--- config.mk ---
export PLATFORM = sky130hd
export DESIGN_NAME = shift_out_ctrl
export DESIGN_NICKNAME = d
export VERILOG_FILES = /design/src/rtl/shift_out_ctrl.sv
export SDC_FILE = /design/constraint.sdc
export NUM_CORES = 1
export LEC_CHECK = 0
export ABC_CLOCK_PERIOD_IN_PS = 5100
export CAP_MARGIN = 30
export CELL_PAD_IN_SITES_DETAIL_PLACEMENT = 1
export CELL_PAD_IN_SITES_GLOBAL_PLACEMENT = 2
export CORE_ASPECT_RATIO = 1.2
export CORE_MARGIN = 5
export CORE_UTILIZATION = 38
export DETAILED_ROUTE_END_ITERATION = 8
export PLACE_DENSITY_LB_ADDON = 0.25
export SLEW_MARGIN = 20
export SYNTH_ARGS = -nofsm -noshare
export SYNTH_HDL_FRONTEND = slang
export SYNTH_SLANG_ARGS = --single-unit
export TNS_END_PERCENT = 50
--- constraint.sdc ---
create_clock -name clk -period 5.1 [get_ports clk]
set_input_delay 1.275 -clock clk [delete_from_list [all_inputs] [get_ports clk]]
set_output_delay 1.275 -clock clk [all_outputs]
set_load 0.02 [all_outputs]
--- src/rtl/shift_out_ctrl.sv ---
// Serial frame shifter for a 3-wire chain of external shift registers
// (s_clk / s_dat / s_latch). A parallel frame is captured on start, sent
// byte 0 first and LSB first within each byte, then latched with a strobe
// and completion is reported with a one-cycle done pulse.
module shift_out_ctrl #(
  parameter int NBYTES  = 4,
  parameter int CLK_DIV = 2
) (
  input  logic                  clk,
  input  logic                  rst_n,
  input  logic                  start,
  input  logic                  abort,
  input  logic [8*NBYTES-1:0]   frame,
  output logic                  busy,
  output logic                  done,
  output logic                  s_clk,
  output logic                  s_dat,
  output logic                  s_latch
);

  localparam int DIV_W = (CLK_DIV > 1) ? $clog2(CLK_DIV) : 1;
  localparam int IDX_W = (NBYTES > 1) ? $clog2(NBYTES) : 1;
  localparam logic [DIV_W-1:0] DIV_LAST = DIV_W'(CLK_DIV - 1);
  localparam logic [IDX_W-1:0] IDX_LAST = IDX_W'(NBYTES - 1);

  typedef enum logic [2:0] {
    S_IDLE,
    S_LOAD,
    S_LOW,
    S_HIGH,
    S_LATCH,
    S_DONE
  } state_t;

  state_t                state_q, state_d;
  logic [8*NBYTES-1:0]   buf_q, buf_d;
  logic [7:0]            sr_q, sr_d;
  logic [2:0]            bit_cnt_q, bit_cnt_d;
  logic [IDX_W-1:0]      byte_idx_q, byte_idx_d;
  logic [DIV_W-1:0]      div_cnt_q, div_cnt_d;

  logic busy_q, done_q, s_clk_q, s_dat_q, s_latch_q;
  logic busy_d, done_d, s_clk_d, s_dat_d, s_latch_d;

  // Select one byte of the captured frame by index.
  function automatic logic [7:0] byte_of(input logic [8*NBYTES-1:0] b,
                                         input logic [IDX_W-1:0]    idx);
    logic [7:0] r;
    r = '0;
    for (int i = 0; i < NBYTES; i++) begin
      if (idx == IDX_W'(i)) r = b[8*i +: 8];
    end
    return r;
  endfunction

  // State, frame buffer, shift register and counters.
  always_ff @(posedge clk or negedge rst_n) begin
    if (!rst_n) begin
      state_q    <= S_IDLE;
      buf_q      <= '0;
      sr_q       <= '0;
      bit_cnt_q  <= '0;
      byte_idx_q <= '0;
      div_cnt_q  <= '0;
    end else begin
      state_q    <= state_d;
      buf_q      <= buf_d;
      sr_q       <= sr_d;
      bit_cnt_q  <= bit_cnt_d;
      byte_idx_q <= byte_idx_d;
      div_cnt_q  <= div_cnt_d;
    end
  end

  // Next-state logic: phase timing, bit/byte sequencing and abort handling.
  always_comb begin
    state_d    = state_q;
    buf_d      = buf_q;
    sr_d       = sr_q;
    bit_cnt_d  = bit_cnt_q;
    byte_idx_d = byte_idx_q;
    div_cnt_d  = div_cnt_q;

    case (state_q)
      S_IDLE: begin
        // abort outranks a simultaneous start
        if (start && !abort) begin
          buf_d   = frame;
          state_d = S_LOAD;
        end
      end

      S_LOAD: begin
        if (abort) begin
          sr_d    = '0;
          state_d = S_IDLE;
        end else begin
          sr_d       = byte_of(buf_q, '0);
          bit_cnt_d  = '0;
          byte_idx_d = '0;
          div_cnt_d  = '0;
          state_d    = S_LOW;
        end
      end

      S_LOW: begin
        if (abort) begin
          sr_d    = '0;
          state_d = S_IDLE;
        end else if (div_cnt_q == DIV_LAST) begin
          div_cnt_d = '0;
          state_d   = S_HIGH;
        end else begin
          div_cnt_d = div_cnt_q + 1'b1;
        end
      end

      S_HIGH: begin
        if (abort) begin
          sr_d    = '0;
          state_d = S_IDLE;
        end else if (div_cnt_q == DIV_LAST) begin
          div_cnt_d = '0;
          if (bit_cnt_q != 3'd7) begin
            sr_d      = {1'b0, sr_q[7:1]};
            bit_cnt_d = bit_cnt_q + 1'b1;
            state_d   = S_LOW;
          end else if (byte_idx_q != IDX_LAST) begin
            // next byte is loaded straight away, no gap cycle
            sr_d       = byte_of(buf_q, byte_idx_q + 1'b1);
            bit_cnt_d  = '0;
            byte_idx_d = byte_idx_q + 1'b1;
            state_d    = S_LOW;
          end else begin
            state_d = S_LATCH;
          end
        end else begin
          div_cnt_d = div_cnt_q + 1'b1;
        end
      end

      S_LATCH: begin
        if (div_cnt_q == DIV_LAST) begin
          div_cnt_d = '0;
          state_d   = S_DONE;
        end else begin
          div_cnt_d = div_cnt_q + 1'b1;
        end
      end

      S_DONE: begin
        state_d = S_IDLE;
      end

      default: begin
        state_d = S_IDLE;
      end
    endcase
  end

  // Output decode from the next state so the pins leave flops glitch-free.
  always_comb begin
    busy_d    = (state_d != S_IDLE);
    done_d    = (state_d == S_DONE);
    s_clk_d   = (state_d == S_HIGH);
    s_latch_d = (state_d == S_LATCH);
    s_dat_d   = ((state_d == S_LOW) || (state_d == S_HIGH)) ? sr_d[0] : 1'b0;
  end

  // Registered outputs toward the external chain.
  always_ff @(posedge clk or negedge rst_n) begin
    if (!rst_n) begin
      busy_q    <= 1'b0;
      done_q    <= 1'b0;
      s_clk_q   <= 1'b0;
      s_dat_q   <= 1'b0;
      s_latch_q <= 1'b0;
    end else begin
      busy_q    <= busy_d;
      done_q    <= done_d;
      s_clk_q   <= s_clk_d;
      s_dat_q   <= s_dat_d;
      s_latch_q <= s_latch_d;
    end
  end

  assign busy    = busy_q;
  assign done    = done_q;
  assign s_clk   = s_clk_q;
  assign s_dat   = s_dat_q;
  assign s_latch = s_latch_q;

endmodule

Word-level counts from Yosys, hierarchy flattened
Cells that the tools add are included.
Cells by class
  add/subtract/negate cells: 3
  reduce and logical (&&, ||, !) cells: 15
  multiplexer cells: 38
  eq/ne operators: 23
Operators by type and width (count)
  8-bit 2-to-1 mux: 10
  3-bit 2-to-1 mux: 13
  8-bit one-hot mux with 3 select lines: 1
  2-bit inequality test (second input constant): 8
  3-bit one-hot mux with 5 select lines: 1
  3-bit by 2-bit == test with 1-bit output (second input constant): 4
  2-bit 2-to-1 mux: 6
  3-bit == test (second input constant): 3
  3-bit inequality test (second input constant): 3
  3-bit nonzero test: 3
  3-bit one-hot mux with 2 select lines: 1
  6-bit AND reduction: 1
  5-bit AND reduction: 1
  2-bit == test (second input constant): 2
  1-bit 2-to-1 mux: 4
  4-bit inequality test (second input constant): 1
  2-bit one-hot mux with 2 select lines: 1
  4-bit AND reduction: 1
  3-bit by 1-bit adder with 3-bit output (second input constant): 1
  3-bit by 1-bit == test with 1-bit output (second input constant): 1
  3-bit logical NOT: 1
  1-bit one-hot mux with 3 select lines: 1
  3-bit AND reduction: 1
  2-bit by 1-bit adder with 2-bit output (second input constant): 1
  9 further kinds: 9
Storage, ports and cells
  register bits after elaboration: 54
  word-level logic and storage cells: 91

Logic depth before layout (Yosys ltp)
  depth after elaboration: 12
  gate-level depth with buffers: 8
  mapped depth without buffers: 7

Least setup slack after synthesis
Ideal clock, no wire load.
  path type: input -> register
  start point: in abort
  end point: reg buf_q[0]
  data arrival time: 2209 ps
  data required time: 4975 ps
  setup slack: 2766 ps
  buffers on the path: 2
  stages on the path: 5
  setup time: 125 ps
  cells stage by stage: nor2_1 -> nor4bb_1 -> buf_2 -> buf_4 -> mux2_2
Between the ends
  longest elaborated chain between the ends: 3
RTL lines
  from (decl): line 12  | input logic abort,
  1-bit logical NOT: line 87  | if (start && !abort) begin
  1-bit logical AND: line 87
  2-bit AND reduction (no source line)
  to (signal assigned): line 67  | buf_q <= buf_d;
  to (decl): line 36  | logic [8*NBYTES-1:0] buf_q, buf_d;
Every way passes these cells.
A chain may end at the register's enable or synchronous reset.

Final worst setup path
  start point: in abort
  end point: reg buf_q[2]
The elaborated chain is that of the path after synthesis.

==> run_results.csv <==
group,metric,value,unit
sta,worst_pin_slew,696,ps
sta,fin_tns_setup,0,ps
sta,skew,4.72,ps
placed_design,hpwlAfterDp,4550,um
synthesis,synthXorXnorAreaFrac,0,%
setup_path,cp_slowest_cell,"clkdlybuf4s50_1",
sta,whs,522,ps
synthesis,syn_inst,232,
cts,postCtsResizedCells,0,
synthesis,synth_mux_area_share,12.7,%
cells_and_area,layout_common_cells,"dfrtp_1, clkdlybuf4s50_1, mux2_2",
drt,viasPerCell,5.41,
cells_and_area,antenna_cells,0,
cts,cts_setup_buffers,0,
synthesis,synthFlopType,"dfrtp_1",
power_and_ir_drop,p_clk_share,19.4,%
global_route,grt_pass1_wl,10600,um
cells_and_area,drive_above_1_share,16.5,%
setup_path,worstPathArrival,3050,ps
drt,post-route-drc-count,0,
floorplanning,initial_utilization,39.0,%
power_and_ir_drop,power,1.18,mW
power_and_ir_drop,ir_worst_vdd,155,uV
cts,cts_max_path_buffers,2,
sta,setup_violations,0,
setup_path,crit_path_start_kind,"input pin",
cts,clkLatencyLatePin,300,ps
job,drv_cap,0,
global_route,grt_max_degree,55,
setup_path,slowest_delay,530,ps
floorplanning,die-height,102,um
synthesis,synth_compound_area_share,16.1,%
synthesis,ys_async_sr_fraction,100,%
sta,hold_viol,0,
cts,numCtsBuffers,5,
synthesis,synth.ff_latch_count,54,
floorplanning,row_count,33,
synthesis,ys_warn_count,0,
floorplanning,ioPinCount,41,
power_and_ir_drop,p_comb_share,24.5,%
global_route,antenna_found_initial,0,
cells_and_area,layout_commonest_cell,"dfrtp_1",
synthesis,synth-adder-area-share,3.29,%
cts,clk_pin_slew_worst_paths,90,ps
power_and_ir_drop,p_int,0.824,mW
min_path,worstHoldStart,"buf_q[9]",
min_path,hp-class,"reg -> reg",
power_and_ir_drop,p_sw,0.353,mW
synthesis,synth_area_per_cell,11.5,sq um
run_status,status,"completed",
cells_and_area,final_design_area_no_fill,3200,sq um
cts,cts_tree,"done",
placed_design,place.gp.congestion,0.779,
drt,drt-total-wl,6310,um
global_route,track_usage,15.4,%
power_and_ir_drop,seqPwrFrac,56.1,%
sta,drv_slew,0,
setup_path,cp-startpoint,"abort",
sta,timing.max_slew.rel_slack,53.6,%
drt,post_drt_wl_per_cell,17.8,um
floorplanning,core,6810,sq um
placed_design,placed_area,3120,sq um
sta,fin_crit_sh,56.1,%
synthesis,synth_area,2660,sq um
cts,htree_levels,2,
cts,cts_sinks,54,
synthesis,synth.yosys.seq_area_share,50.8,%
setup_path,path_cells,"clkdlybuf4s50_1, nor2_1, nor4bb_4, buf_4, mux2_2",
cells_and_area,fin_nets,310,
setup_path,critPathCaptureType,"register",
setup_path,crit_path_max_fanout,41,
floorplanning,die_w,86.4,um
synthesis,synth-edff-count,0,
power_and_ir_drop,power-per-cell-area,368,nW/um^2
power_and_ir_drop,switching_share,30.0,%
sta,period_minus_slack,2860,ps
sta,fmax,349,MHz
cells_and_area,utilization,46.9,%
synthesis,ys_types,44,
setup_path,critPathKind,"in -> reg",
floorplanning,die_area,8780,sq um
synthesis,synthSimpleGateAreaFrac,12.2,%
synthesis,synth_top_family_by_area,"compound AO/OA/AOI/OAI gates",
sta,rsz0062_at_grt,"no",
cells_and_area,area_delta_synth_final,20.2,%
cts,cts_hold_buf,0,
power_and_ir_drop,p_leak,1.36,nW
global_route,grt_pass1_vias,2066,
setup_path,required,5290,ps
placed_design,portBuffers,40,
setup_path,cp_top_family,"buffers and inverters",
cts,root_buffer,"clkbuf_8",
drt,drtPass1Iterations,4,
drt,drt_iter0_drc,78,
setup_path,path_buf_inv,2,
global_route,overflow,0,
synthesis,synthesis.nets,275,
setup_path,reg2reg_from,"bit_cnt_q[0]",
drt,ant_nets,0,
drt,vias,1915,
-- power groups by stage --
stage               clock, mW  sequential, mW  combinational [mW]
global route            0.257           0.678               0.325
detailed placement          0           0.671               0.293
finish                  0.228           0.661               0.288
floorplan                   0           0.628               0.212
CTS                     0.240           0.664               0.294
global placement            0           0.670               0.284
-- per-stage QoR --
step | std cells | setup WS (ps)
6_report | 354 | 2240
5_1_grt | 354 | 2110
4_1_cts | 354 | 2220
3_5_place_dp | 347 | 1900
3_3_place_gp | 347 | 1940
2_1_floorplan | 232 | 2770
-- Yosys cell counts, types with 6 or more instances --
cell type  instances  share of area [%]
a21oi_1           15                2.8
a221o_1           14                5.3
a31oi_1            6                1.4
dfrtp_1           54                 51
ha_1               7                3.3
inv_1             15                2.1
mux2_2            29                 12
nand2_1           15                2.1
nand3b_1          10                2.8
nor2_1             6               0.85
o21ai_0            9                1.7
-- state kept, by name (all words and copies together), names as in the netlist --
name / cells
bit_cnt_q: 3
done: 1
s_latch: 1
s_clk: 1
buf_q: 32
s_dat: 1
div_cnt_q: 1
sr_q: 8
state_q: 3
byte_idx_q: 2
busy: 1
-- cells by family after synthesis --
group | count (synthesis)
simple gates | 54
buf+inv | 29
flops | 54
compound gates | 58
mux | 30
fa+ha+maj | 7
-- path summary, 6_finish.rpt --
path,end,slack (ps),cells after the start
setup / recovery,buf_q[2],2240,5
max in group asynchronous,sr_q[7],3540,2
hold reg to reg,buf_q[9],520,1
hold / removal,buf_q[9],520,1
setup reg to reg,div_cnt_q,2800,6
min in group asynchronous,buf_q[12],1090,2
-- area by class of cell --
type                            instances  area (sq um)
Timing Repair Buffer                   42           410
Clock buffer                            7          76.3
Multi-Input combinational cell        149          1190
Inverter                               15          56.3
Sequential cell                        54          1350
Tap cell                               87           109
Fill cell                             740          3620
-- layer usage --
metal,wire [um],GRT usage (%)
met5,0,0
met1,2810,19.5
met3,257,3.58
met4,107,4.80
met2,3140,25.9
(Power assumes the default switching activity.)
